[src/rtl/led_fader_pkg.sv]
// Shared types and helpers for the LED fader: channel state decode and the saturating level step.
package led_pkg;

  typedef enum logic [1:0] {
    OFF     = 2'd0,
    RISING  = 2'd1,
    ON      = 2'd2,
    FALLING = 2'd3
  } fade_state_e;

  // One brightness step toward max (up=1) or toward 0 (up=0), clamped at both ends.
  function automatic int unsigned sat_step(input int unsigned level,
                                           input int unsigned max,
                                           input logic        up);
    if (up) begin
      return (level >= max) ? max : level + 1;
    end
    return (level == 0) ? 0 : level - 1;
  endfunction

endpackage

[src/rtl/led_fader_if.sv]
// LED request vector in, PWM pin drive and per-channel brightness out.
interface led_fader_if #(
  parameter int N        = 4,
  parameter int PWM_BITS = 8
);
  logic [N-1:0]          led_in;
  logic                  fade_en;
  logic [N-1:0]          led_out;
  logic [N*PWM_BITS-1:0] level;

  modport master (output led_in, output fade_en, input led_out, input level);
  modport slave  (input led_in, input fade_en, output led_out, output level);
endinterface

[src/rtl/led_fade_chan.sv]
// One LED channel: brightness level register with saturating ramp, PWM compare and registered pin drive.
module led_fade_chan
  import led_pkg::*;
#(
  parameter int PWM_BITS = 8
) (
  input  logic                clk,
  input  logic                rst,
  input  logic                req,
  input  logic                fade_en,
  input  logic                tick,
  input  logic [PWM_BITS-1:0] pwm_cnt,
  output logic [PWM_BITS-1:0] level,
  output logic                led_out
);

  localparam logic [PWM_BITS-1:0] MAX = '1;

  fade_state_e         state;
  logic [PWM_BITS-1:0] step_lvl;
  logic                duty_p0;

  always_comb begin
    state = OFF;
    if (req) begin
      state = (level == MAX) ? ON : RISING;
    end else begin
      state = (level == '0) ? OFF : FALLING;
    end
    step_lvl = PWM_BITS'(sat_step(32'(level), 32'(MAX), state == RISING));
    // Full brightness is forced high so the pin never blips low at the pwm_cnt wrap.
    duty_p0  = (level == MAX) || (pwm_cnt < level);
  end

  // Stage p0 -> p1: level update and registered pin drive
  always_ff @(posedge clk) begin
    if (rst) begin
      level   <= '0;
      led_out <= 1'b0;
    end else begin
      led_out <= duty_p0;
      if (!fade_en) begin
        level <= req ? MAX : '0;
      end else if (tick && (state == RISING || state == FALLING)) begin
        level <= step_lvl;
      end
    end
  end

endmodule

[src/rtl/led_fader.sv]
// LED fader top: shared fade prescaler and PWM counter, one led_fade_chan per LED so all channels stay phase-aligned.
module led_fader
  import led_pkg::*;
#(
  parameter int N        = 4,
  parameter int PWM_BITS = 8,
  parameter int FADE_DIV = 1024
) (
  input  logic        clk,
  input  logic        rst,
  led_fader_if.slave  bus
);

  localparam int PW = (FADE_DIV > 2) ? $clog2(FADE_DIV) : 1;

  logic [PW-1:0]         presc;
  logic [PWM_BITS-1:0]   pwm_cnt;
  logic                  tick;
  logic [N-1:0]          out_w;
  logic [N*PWM_BITS-1:0] lvl_w;

  assign tick = (presc == PW'(FADE_DIV - 1));

  // Stage p0: shared timebase
  always_ff @(posedge clk) begin
    if (rst) begin
      presc   <= '0;
      pwm_cnt <= '0;
    end else begin
      presc   <= tick ? '0 : presc + 1'b1;
      pwm_cnt <= pwm_cnt + 1'b1;
    end
  end

  for (genvar i = 0; i < N; i++) begin : g_ch
    led_fade_chan #(
      .PWM_BITS (PWM_BITS)
    ) u_ch (
      .clk     (clk),
      .rst     (rst),
      .req     (bus.led_in[i]),
      .fade_en (bus.fade_en),
      .tick    (tick),
      .pwm_cnt (pwm_cnt),
      .level   (lvl_w[i*PWM_BITS +: PWM_BITS]),
      .led_out (out_w[i])
    );
  end

  assign bus.led_out = out_w;
  assign bus.level   = lvl_w;

endmodule
[src/flat_wrapper.sv]
// flat-port wrapper written by rule: the top's interface ports become plain ports
module led_fader_flat import led_pkg::*;
#(
  parameter int N        = 4,
  parameter int PWM_BITS = 8,
  parameter int FADE_DIV = 1024
)
  (clk, rst, bus_led_in, bus_fade_en, bus_led_out, bus_level);
  led_fader_if #(.N(N), .PWM_BITS(PWM_BITS)) bus_i ();
  input  logic clk;
  input  logic rst;
  input wire logic [$bits(bus_i.led_in)-1:0] bus_led_in;
  input wire logic [$bits(bus_i.fade_en)-1:0] bus_fade_en;
  output wire logic [$bits(bus_i.led_out)-1:0] bus_led_out;
  output wire logic [$bits(bus_i.level)-1:0] bus_level;
  assign bus_i.led_in = bus_led_in;
  assign bus_i.fade_en = bus_fade_en;
  assign bus_led_out = bus_i.led_out;
  assign bus_level = bus_i.level;
  led_fader #(.N(N), .PWM_BITS(PWM_BITS), .FADE_DIV(FADE_DIV)) u_core (.clk(clk), .rst(rst), .bus(bus_i));
endmodule
[config.mk]
export PLATFORM = sky130hd
export DESIGN_NAME = led_fader_flat
export DESIGN_NICKNAME = d
export VERILOG_FILES = /design/src/rtl/led_fader_pkg.sv /design/src/rtl/led_fader_if.sv /design/src/rtl/led_fade_chan.sv /design/src/rtl/led_fader.sv /design/src/flat_wrapper.sv
export SDC_FILE = /design/constraint.sdc
export NUM_CORES = 1
export LEC_CHECK = 0
export BUFFER_PORTS_ARGS = -buffer_cell sky130_fd_sc_hd__buf_4
export CAP_MARGIN = 20
export CORE_MARGIN = 3
export CORE_UTILIZATION = 45
export CTS_BUF_LIST = sky130_fd_sc_hd__clkbuf_4
export DETAILED_ROUTE_END_ITERATION = 10
export GPL_TIMING_DRIVEN = 0
export SYNTH_ARGS = -nofsm -noshare
export SYNTH_HDL_FRONTEND = slang
export SYNTH_SLANG_ARGS = --single-unit
export TNS_END_PERCENT = 5
[constraint.sdc]
create_clock -name clk -period 2.26 [get_ports clk]
set_clock_uncertainty 0.1 [all_clocks]
set_input_delay 0.339 -clock clk [delete_from_list [all_inputs] [get_ports clk]]
set_output_delay 0.339 -clock clk [all_outputs]
set_load 0.005 [all_outputs]
==> impl_metrics.toml, run 1 <==
[run_status]
outcome = "finished, final reports clean"

[floorplan]
die_y_um = 106
core_um2 = 9460
die-area_um2 = 11200
ios = 43
fp-row-count = 35
die_w_um = 106
initial_utilization_pct = 47.2

[cts]
cts_sinks = 54
cts_root_buf = "clkbuf_4"
cts_tree = "yes"
clk_pin_slew_ns = 0.18
cts-htree-levels = 2
cts_buffer_depth = 2
clk_latency_ns = 0.39
cts_made_buffers = 5

[detailed_routing]
wl_per_cell_um = 17.1
viasPerCell = 6.12
drc = 0
drtAntennaViolNets = 0
wl_met1_um = 6060
met3_length_um = 756
drt_pass1_iterations = 5
vias = 4696
highest_layer = "met4"
initialDrtViolationCount = 337
wl_met2_um = 6140
drt_wl_total_um = 13100

[synth]
async_flop_share_pct = 0
syn_inst = 579
syn-num-nets = 628
yosys.area.top_type_share_pct = 24.2
ys_seq_area_share_pct = 24.2
syn_area_um2 = 4460
avgSynthCellArea_um2 = 7.71
synth_area_leader_cell = "dfxtp_1"
ys_warn_count = 0
synth-seq-cells = 54
yosysMostFrequentCell = "dfxtp_1"
synth.distinct_cells = 73
ys.flop_type = "dfxtp_1"
synth_edf_count = 0
synth_common_cells = "dfxtp_1 (54), nor2_1 (48), o21ai_0 (44)"
synth_area_leaders = "dfxtp_1 (24%), ha_1 (12%), o21ai_0 (4.9%)"

[placed_design]
io_buffers = 40
gp_congestion = 0.895
dp_hpwl_um = 9240

[global_routing]
grt_use_total_pct = 23.2
grt_pass1_vias = 4206
grt_overflow = 0
grt_pass1_wl_um = 21500
grt_max_degree = 17
antenna_found_initial = 0

[sta]
fin_crit_sh_pct = 98.2
max_freq_mhz = 451
relSlewSlack_pct = 50.4
setup_viol = 0
fin_crit_ns = 2.22
drv_slew = 0
setup_tns_ns = 0
rsz0062_at_grt = "yes"
hold_viol = 0
worst_pin_slew_ns = 0.736

[power_and_ir_drop]
p_leak_nw = 2.11
p_per_area_nw_per_um2 = 472
irDropWorstVdd_uv = 298
p_total_mw = 2.47

[worst_setup_path]
r2r_cells = 8
worstSetupEndpointType = "flip-flop"
timing.rr.start = "u_core.g_ch[1].u_ch.level[0]"
required_ns = 2.49
cp-start-kind = "flip-flop"
slowest_stage = "dfxtp_4"
slowest_delay_ns = 0.42
path_delay_family = "simple AND/OR/NAND/NOR gates"
crit_chain = "inv_1 -> ha_1 -> nor4b_2 -> and3_2 -> or3_1 -> a311oi_1 -> o21ai_0 -> a21oi_1"
reg2reg_to = "u_core.g_ch[1].u_ch.level[5]"
path_buf_inv = 1
cp.depth = 8
worst-setup-path-type = "reg -> reg"
crit_fanout = 6
ff2ff_setup_slack_ns = 0.04
crit_arrival_ns = 2.45

[final_layout]
fillers = 943
finish.net_count = 686
utilization_pct = 55.3
drive_above_1_share_pct = 20.7
syn2layout_area_growth_pct = 17.2
diodes = 0

[worst_hold_path]
hp-start = "bus_led_in[1]"
holdPathStages = 5
hold_path.class = "in -> reg"
min_to = "u_core.g_ch[1].u_ch.level[5]"

[flow_run]
maxCapViolCount = 0
## cell usage in the layout (no fill, tap or decap), types with 5 or more instances in the layout
master     n
o31ai_1    7
a21o_1     5
clkbuf_1  11
buf_4     55
o21ai_0   42
xor2_1     9
o22ai_1   10
xnor2_1   12
and3_1     8
nand4_1   11
inv_1     38
dfxtp_1   46
a211oi_1   6
buf_2     13
nand2_1   34
nor4_1     5
a21boi_0   5
a21oi_1   43
o221ai_1   6
a31oi_1    9
clkbuf_4   6
ha_1      41
nor2_1    48
nor3_1    17
nand3_1   32
## worst reg2reg max path: stages (launching register included)
cell,delay [ns]
dfxtp_4,0.42
inv_1,0.10
ha_1,0.21
nor4b_2,0.16
and3_2,0.23
or3_1,0.40
a311oi_1,0.24
o21ai_0,0.13
a21oi_1,0.16
## flip-flops by register name, indices dropped and copies added (netlist names)
| name | flops |
|---|---|
| u_core.presc | 10 |
| u_core.g_ch.u_ch.led_out | 4 |
| u_core.pwm_cnt | 8 |
| u_core.g_ch.u_ch.level | 32 |
## what timing repair did
item | 4_1_cts | 5_1_grt
endpoints found under the setup margin | 23 | 25
pin swaps | 4 | 7
buffers inserted | 7 | 4
gates resized for setup | 13 | 28
hold buffers | 0 | 0
hold endpoints to repair | 0 | 0
## worst max path at each step
stage,slack (ns),start,end
final,0.04,u_core.g_ch[1].u_ch.level[0],u_core.g_ch[1].u_ch.level[5]
after global routing,-0.04,u_core.g_ch[1].u_ch.level[0],u_core.g_ch[1].u_ch.level[5]
after CTS,0.001,u_core.g_ch[0].u_ch.level[1],u_core.g_ch[0].u_ch.level[6]
after detailed placement,-0.27,u_core.presc[0],u_core.g_ch[1].u_ch.level[3]
after global placement,-0.22,u_core.g_ch[0].u_ch.level[0],u_core.g_ch[0].u_ch.level[4]
after floorplan,0.20,u_core.g_ch[1].u_ch.level[0],u_core.g_ch[1].u_ch.level[5]
## through the flow
| step | instances | cell area [um^2] | worst slack, ns | hold WS, ns |
|---|---|---|---|---|
| finish | 767 | 5230 | 0.0408 | 0.331 |
| global placement | 748 | 4930 | -0.221 | 0.372 |
| detailed placement | 748 | 4930 | -0.274 | 0.382 |
| floorplan | 579 | 4460 | 0.197 | 0.346 |
| CTS | 763 | 5110 | 0.00125 | 0.297 |
| global route | 767 | 5230 | -0.0365 | 0.315 |
## kinds of logic (layout without fill, tap and decap cells)
logic type,after synthesis,in the layout,share of synthesized area [%]
buf+inv,79,138,8.16
xor+xnor,21,21,4.12
simple gates,195,195,23.5
mux,3,3,0.701
compound gates,185,185,27.5
flops,54,54,24.2
fa+ha+maj,42,42,11.8
## where the power goes
group | internal [mW] | total [mW] | switching [mW]
Sequential | 1.01 | 1.09 | 0.0777
Clock | 0.246 | 0.578 | 0.332
Combinational | 0.350 | 0.802 | 0.452
Total | 1.61 | 2.47 | 0.862
## layer usage
layer	up-vias	global-route usage, %
met4	0	5.92
met3	14	3.12
met1	2263	33.8
met5	-	0
met2	151	36.1
li1	2268	-
## area by class of cell
cell class | instances | area [um^2] | share of cell area (%)
inverters | 42 | 160 | 3.06
multi-input cells | 446 | 3130 | 59.9
repair buffers | 51 | 388 | 7.41
well taps | 129 | 161 | 3.08
clock buffers | 6 | 45.0 | 0.861
plain buffers | 37 | 208 | 3.97
flip-flops and latches | 54 | 1100 | 21.0
clock inverters | 2 | 37.5 | 0.717
Note: power is estimated with default switching activity, not from simulation.
==> inputs of run 2 (changes only) <==
CTS_CLUSTER_DIAMETER = 30   (was unset)
SYNTH_HIERARCHICAL = 1   (was unset)
==> impl_metrics.toml, run 2 <==
[synth]
synth-seq-cells = 54
yosysMostFrequentCell = "dfxtp_1"
ys_seq_area_share_pct = 24.3
async_flop_share_pct = 0
synth_area_leaders = "dfxtp_1 (24%), ha_1 (12%), nand3_1 (4.4%)"
avgSynthCellArea_um2 = 7.97
ys_warn_count = 6
syn_area_um2 = 4450
synth_edf_count = 0
synth_common_cells = "dfxtp_1 (54), inv_1 (47), ha_1 (42)"
ys.flop_type = "dfxtp_1"
synth.distinct_cells = 47
syn-num-nets = 607
yosys.area.top_type_share_pct = 24.3
syn_inst = 558
synth_area_leader_cell = "dfxtp_1"

[final_layout]
largest_register_ffs = 32
diodes = 0
fin_cells = 744
regMostFlops = "u_core/g_ch.u_ch/level"
utilization_pct = 54.4
drive_above_1_share_pct = 20.2
syn2layout_area_growth_pct = 15.1
reg_top3 = "u_core/g_ch.u_ch/level: 32 flops, u_core/presc: 10 flops, u_core/pwm_cnt: 8 flops"
final_cell_mix = "buf_4 (49), dfxtp_1 (43), inv_1 (41), ha_1 (41), nand3_1 (39)"
finish.net_count = 664
layout_commonest_cell = "buf_4"
final_cell_area_um2 = 5120

[sta]
relSlewSlack_pct = 55.1
drv_slew = 0
fin_crit_ns = 2.18
rsz0062_at_grt = "yes"
setup_viol = 0
hold_viol = 0
fin_crit_sh_pct = 96.5
worst_pin_slew_ns = 0.671
max_freq_mhz = 458

[global_routing]
grt_pass1_vias = 4237
grt_max_degree = 37
grt_pass1_wl_um = 20200
grt_overflow = 0
grt_use_total_pct = 21.4
antenna_found_initial = 0

[worst_setup_path]
crit_fanout = 8
worst-setup-path-type = "reg -> reg"
cp-start-kind = "flip-flop"
worstSetupEndpointType = "flip-flop"
required_ns = 2.42
crit_arrival_ns = 2.34

[power_and_ir_drop]
p_total_mw = 2.17
p_per_area_nw_per_um2 = 425
irDropWorstVdd_uv = 290
p_leak_nw = 1.99

[detailed_routing]
vias = 4583
initialDrtViolationCount = 273
drc = 0
wl_per_cell_um = 16.4
drt_wl_total_um = 12200
viasPerCell = 6.16
drtAntennaViolNets = 0
drt_pass1_iterations = 5

[floorplan]
core_um2 = 9420
die_y_um = 105
die-area_um2 = 11100
fp-row-count = 35
ios = 43
die_w_um = 105
initial_utilization_pct = 47.2

[placed_design]
dp_hpwl_um = 8300
place_area_um2 = 4950
dp.cells = 729
io_buffers = 42
gp_congestion = 0.861

[cts]
cts_buffer_depth = 2
clk_latency_ns = 0.38
cts_root_buf = "clkbuf_4"
cts_tree = "yes"
clk_pin_slew_ns = 0.16
cts-htree-levels = 2
cts_made_buffers = 5
cts_sinks = 54

[worst_hold_path]
hold_path.class = "in -> reg"

[flow_run]
maxCapViolCount = 0

[run_status]
outcome = "finished, final reports clean"
run 2: logic make-up (layout without fill, tap and decap cells):
family,after synthesis,count (layout),share of synthesized area (%)
AO/OA/AOI/OAI,183,183,28.5
XOR/XNOR,22,22,4.33
adder cells (fa/ha/maj),42,42,11.8
buffers and inverters,76,132,7.20
flip-flops,54,54,24.3
multiplexers,9,9,2.28
AND/OR/NAND/NOR,172,173,21.6
run 2: timing repair:
action / 4_1_cts / 5_1_grt
gates cloned: 1 / 0
pin swaps: 2 / 2
resized for setup: 5 / 22
hold buffers: 0 / 0
buffers inserted: 2 / 6
endpoints found under the setup margin: 29 / 22
run 2: layer usage:
metal  vias to the layer above  wire (um)  track usage [%]
li1                       2227          -                -
met1                      2188       5680             30.8
met2                       158       5650             33.9
met3                        10        755             3.06
met4                         0         88             4.69
met5                         -          0                0
run 2: worst paths after layout:
check | start | to | slack [ns] | cells after the start
min reg2reg | u_core/presc[0] | u_core/presc[0] | 0.37 | 1
max | u_core/g_ch[2].u_ch/level[1] | u_core/g_ch[2].u_ch/level[4] | 0.08 | 8
max reg2reg | u_core/g_ch[2].u_ch/level[1] | u_core/g_ch[2].u_ch/level[4] | 0.08 | 8
min | rst | u_core/pwm_cnt[1] | 0.29 | 2
run 2: worst max-delay path, cell delays in order, from the launching register on:
cell	delay, ns
dfxtp_2	0.39
inv_1	0.11
ha_1	0.16
or4b_4	0.50
o31a_1	0.35
buf_4	0.15
o2111ai_2	0.08
xnor2_1	0.14
a21oi_1	0.09
run 2: through the flow:
step | setup WS [ns] | hold WS, ns | setup TNS, ns
global route | -0.0298 | 0.279 | -0.0925
global placement | -0.445 | 0.400 | -8.14
floorplan | 0.0289 | 0.308 | 0
CTS | 0.00478 | 0.265 | 0
finish | 0.0788 | 0.294 | 0
detailed placement | -0.515 | 0.407 | -9.38
run 2: area by class of cell:
class | count | area (um^2)
multi-input combinational | 429 | 3110
timing repair buffer | 50 | 379
inverter | 47 | 180
buffer | 28 | 141
fill | 924 | 4300
clock buffer | 5 | 37.5
clock inverter | 2 | 10.0
tap | 129 | 161
sequential | 54 | 1100
run 2: power breakdown:
part	internal [mW]	switching (mW)	total, mW	leakage, nW
Combinational	0.297	0.347	0.644	1.51
Sequential	1.02	0.0880	1.11	0.451
Clock	0.113	0.310	0.423	0.0308
==> inputs of run 3 (changes only) <==
PLACE_DENSITY = 0.73   (was unset)
==> impl_metrics.toml, run 3 (synthesis results as in run 2) <==
[sta]
fin_crit_sh_pct = 97.7
max_freq_mhz = 453
setup_tns_ns = 0
relSlewSlack_pct = 55.4
whs_ns = 0.292
rsz0062_at_grt = "yes"
setup_viol = 0
fin_crit_ns = 2.21
worst_slack_ns = 0.0518
drv_slew = 0
worst_pin_slew_ns = 0.667
hold_viol = 0

[power_and_ir_drop]
combPwrFrac_pct = 29.2
p_total_mw = 2.18
clock_power_share_pct = 20.1
p_seq_share_pct = 50.7
irDropWorstVdd_uv = 296
p_switching_uw = 756
p_per_area_nw_per_um2 = 431
swShare_pct = 34.7
p_int_mw = 1.42
p_leak_nw = 1.97

[cts]
hold_buffers = 0
cts_sinks = 54
clk_pin_slew_ns = 0.16
clk_latency_ns = 0.38
cts-htree-levels = 2
cts_buffer_depth = 2
cts_root_buf = "clkbuf_4"
cts_tree = "yes"
cts_made_buffers = 5

[global_routing]
grt_pass1_wl_um = 19600
grt_overflow = 0
grt_pass1_vias = 4271
grt_max_degree = 37
antenna_found_initial = 0
grt_use_total_pct = 20.6

[floorplan]
die_w_um = 105
core_um2 = 9420
die-area_um2 = 11100
ios = 43
die_y_um = 105
initial_utilization_pct = 47.2
fp-row-count = 35

[placed_design]
place_area_um2 = 4950
dp_hpwl_um = 8060
io_buffers = 42
dp.cells = 729
gp_congestion = 0.909
place_ws_ns = -0.418

[final_layout]
drive_above_1_share_pct = 18.9
regMostFlops = "u_core/g_ch.u_ch/level"
diodes = 0
final_cell_mix = "buf_4 (46), dfxtp_1 (45), inv_1 (44)"
syn2layout_area_growth_pct = 13.9
layout_commonest_cell = "buf_4"
fin_cells = 739
reg_top3 = "u_core/g_ch.u_ch/level: 32 flops, u_core/presc: 10 flops, u_core/pwm_cnt: 8 flops"
final_cell_area_um2 = 5060
utilization_pct = 53.8
largest_register_ffs = 32
finish.net_count = 659

[worst_setup_path]
worstSetupEndpointType = "flip-flop"
crit_fanout = 8
worst-setup-path-type = "reg -> reg"
cp-start-kind = "flip-flop"
slowest_stage = "or4b_4"
crit_chain = "inv_1 -> ha_1 -> or4b_4 -> o31a_1 -> and2_1 -> o22ai_1 -> a211oi_1"
r2r_cells = 7
required_ns = 2.43
path_buf_inv = 1
cp.depth = 7
path_delay_family = "simple AND/OR/NAND/NOR gates"
slowest_delay_ns = 0.49
crit_arrival_ns = 2.38
ff2ff_setup_slack_ns = 0.05

[detailed_routing]
wl_per_cell_um = 15.8
viasPerCell = 6.15
drtAntennaViolNets = 0
drt_pass1_iterations = 5
drt_wl_total_um = 11700
initialDrtViolationCount = 277
drc = 0
vias = 4546

[worst_hold_path]
holdPathStages = 2
hold_path.class = "in -> reg"

[flow_run]
maxCapViolCount = 0

[run_status]
outcome = "finished, final reports clean"
[run 3: changes by cell type in the layout (fill, tap and decap cells not counted), moves of 2 or more]
| cell | previous run | this run |
|---|---|---|
| buf_4 | 49 | 46 |
| inv_2 | 5 | 3 |
| inv_1 | 41 | 44 |
| nand2_2 | 1 | 3 |
| dfxtp_1 | 43 | 45 |
| nand2_1 | 24 | 22 |
[run 3: power by group through the flow]
stage | logic [mW] | clock network (mW) | registers [mW]
detailed placement | 0.623 | 0 | 1.12
floorplan | 0.421 | 0 | 1.10
global route | 0.710 | 0.495 | 1.12
global placement | 0.607 | 0 | 1.12
CTS | 0.627 | 0.463 | 1.10
finish | 0.636 | 0.439 | 1.11
[run 3: final timing paths]
path | startpoint | endpoint
min | rst | u_core/pwm_cnt[1]
max | u_core/g_ch[2].u_ch/level[1] | u_core/g_ch[2].u_ch/level[1]
max reg2reg | u_core/g_ch[2].u_ch/level[1] | u_core/g_ch[2].u_ch/level[1]
min reg2reg | u_core/presc[0] | u_core/presc[0]
[run 3: routing by layer]
layer / vias to the layer above / track usage [%] / share of wire (%) / routed length, um
li1: 2211 / - / - / -
met1: 2148 / 27.5 / 45 / 5220
met2: 171 / 34.7 / 48 / 5610
met3: 16 / 2.94 / 6.3 / 741
met4: 0 / 5.25 / 1.2 / 138
met5: - / 0 / 0 / 0
[run 3: what timing repair did]
item / CTS / global route
pin swaps: 1 / 1
setup buffers: 3 / 1
gates resized for setup: 1 / 19
gates cloned: 1 / 0
endpoints found under the setup margin: 28 / 18
[run 3: final cells by class]
| cell class | count | area, um^2 |
|---|---|---|
| sequential | 54 | 1100 |
| buffer | 27 | 138 |
| timing repair buffer | 46 | 345 |
| tap | 129 | 161 |
| fill | 904 | 4350 |
| multi-input combinational | 429 | 3100 |
| inverter | 47 | 176 |
| clock inverter | 2 | 10.0 |
| clock buffer | 5 | 37.5 |
[run 3: worst register-to-register path: cells and delay by family, from the launching register on]
family / cells / cell delay, ns
flops: 1 / 0.41
fa+ha+maj: 1 / 0.15
simple gates: 2 / 0.68
buf+inv: 1 / 0.15
compound gates: 3 / 0.61
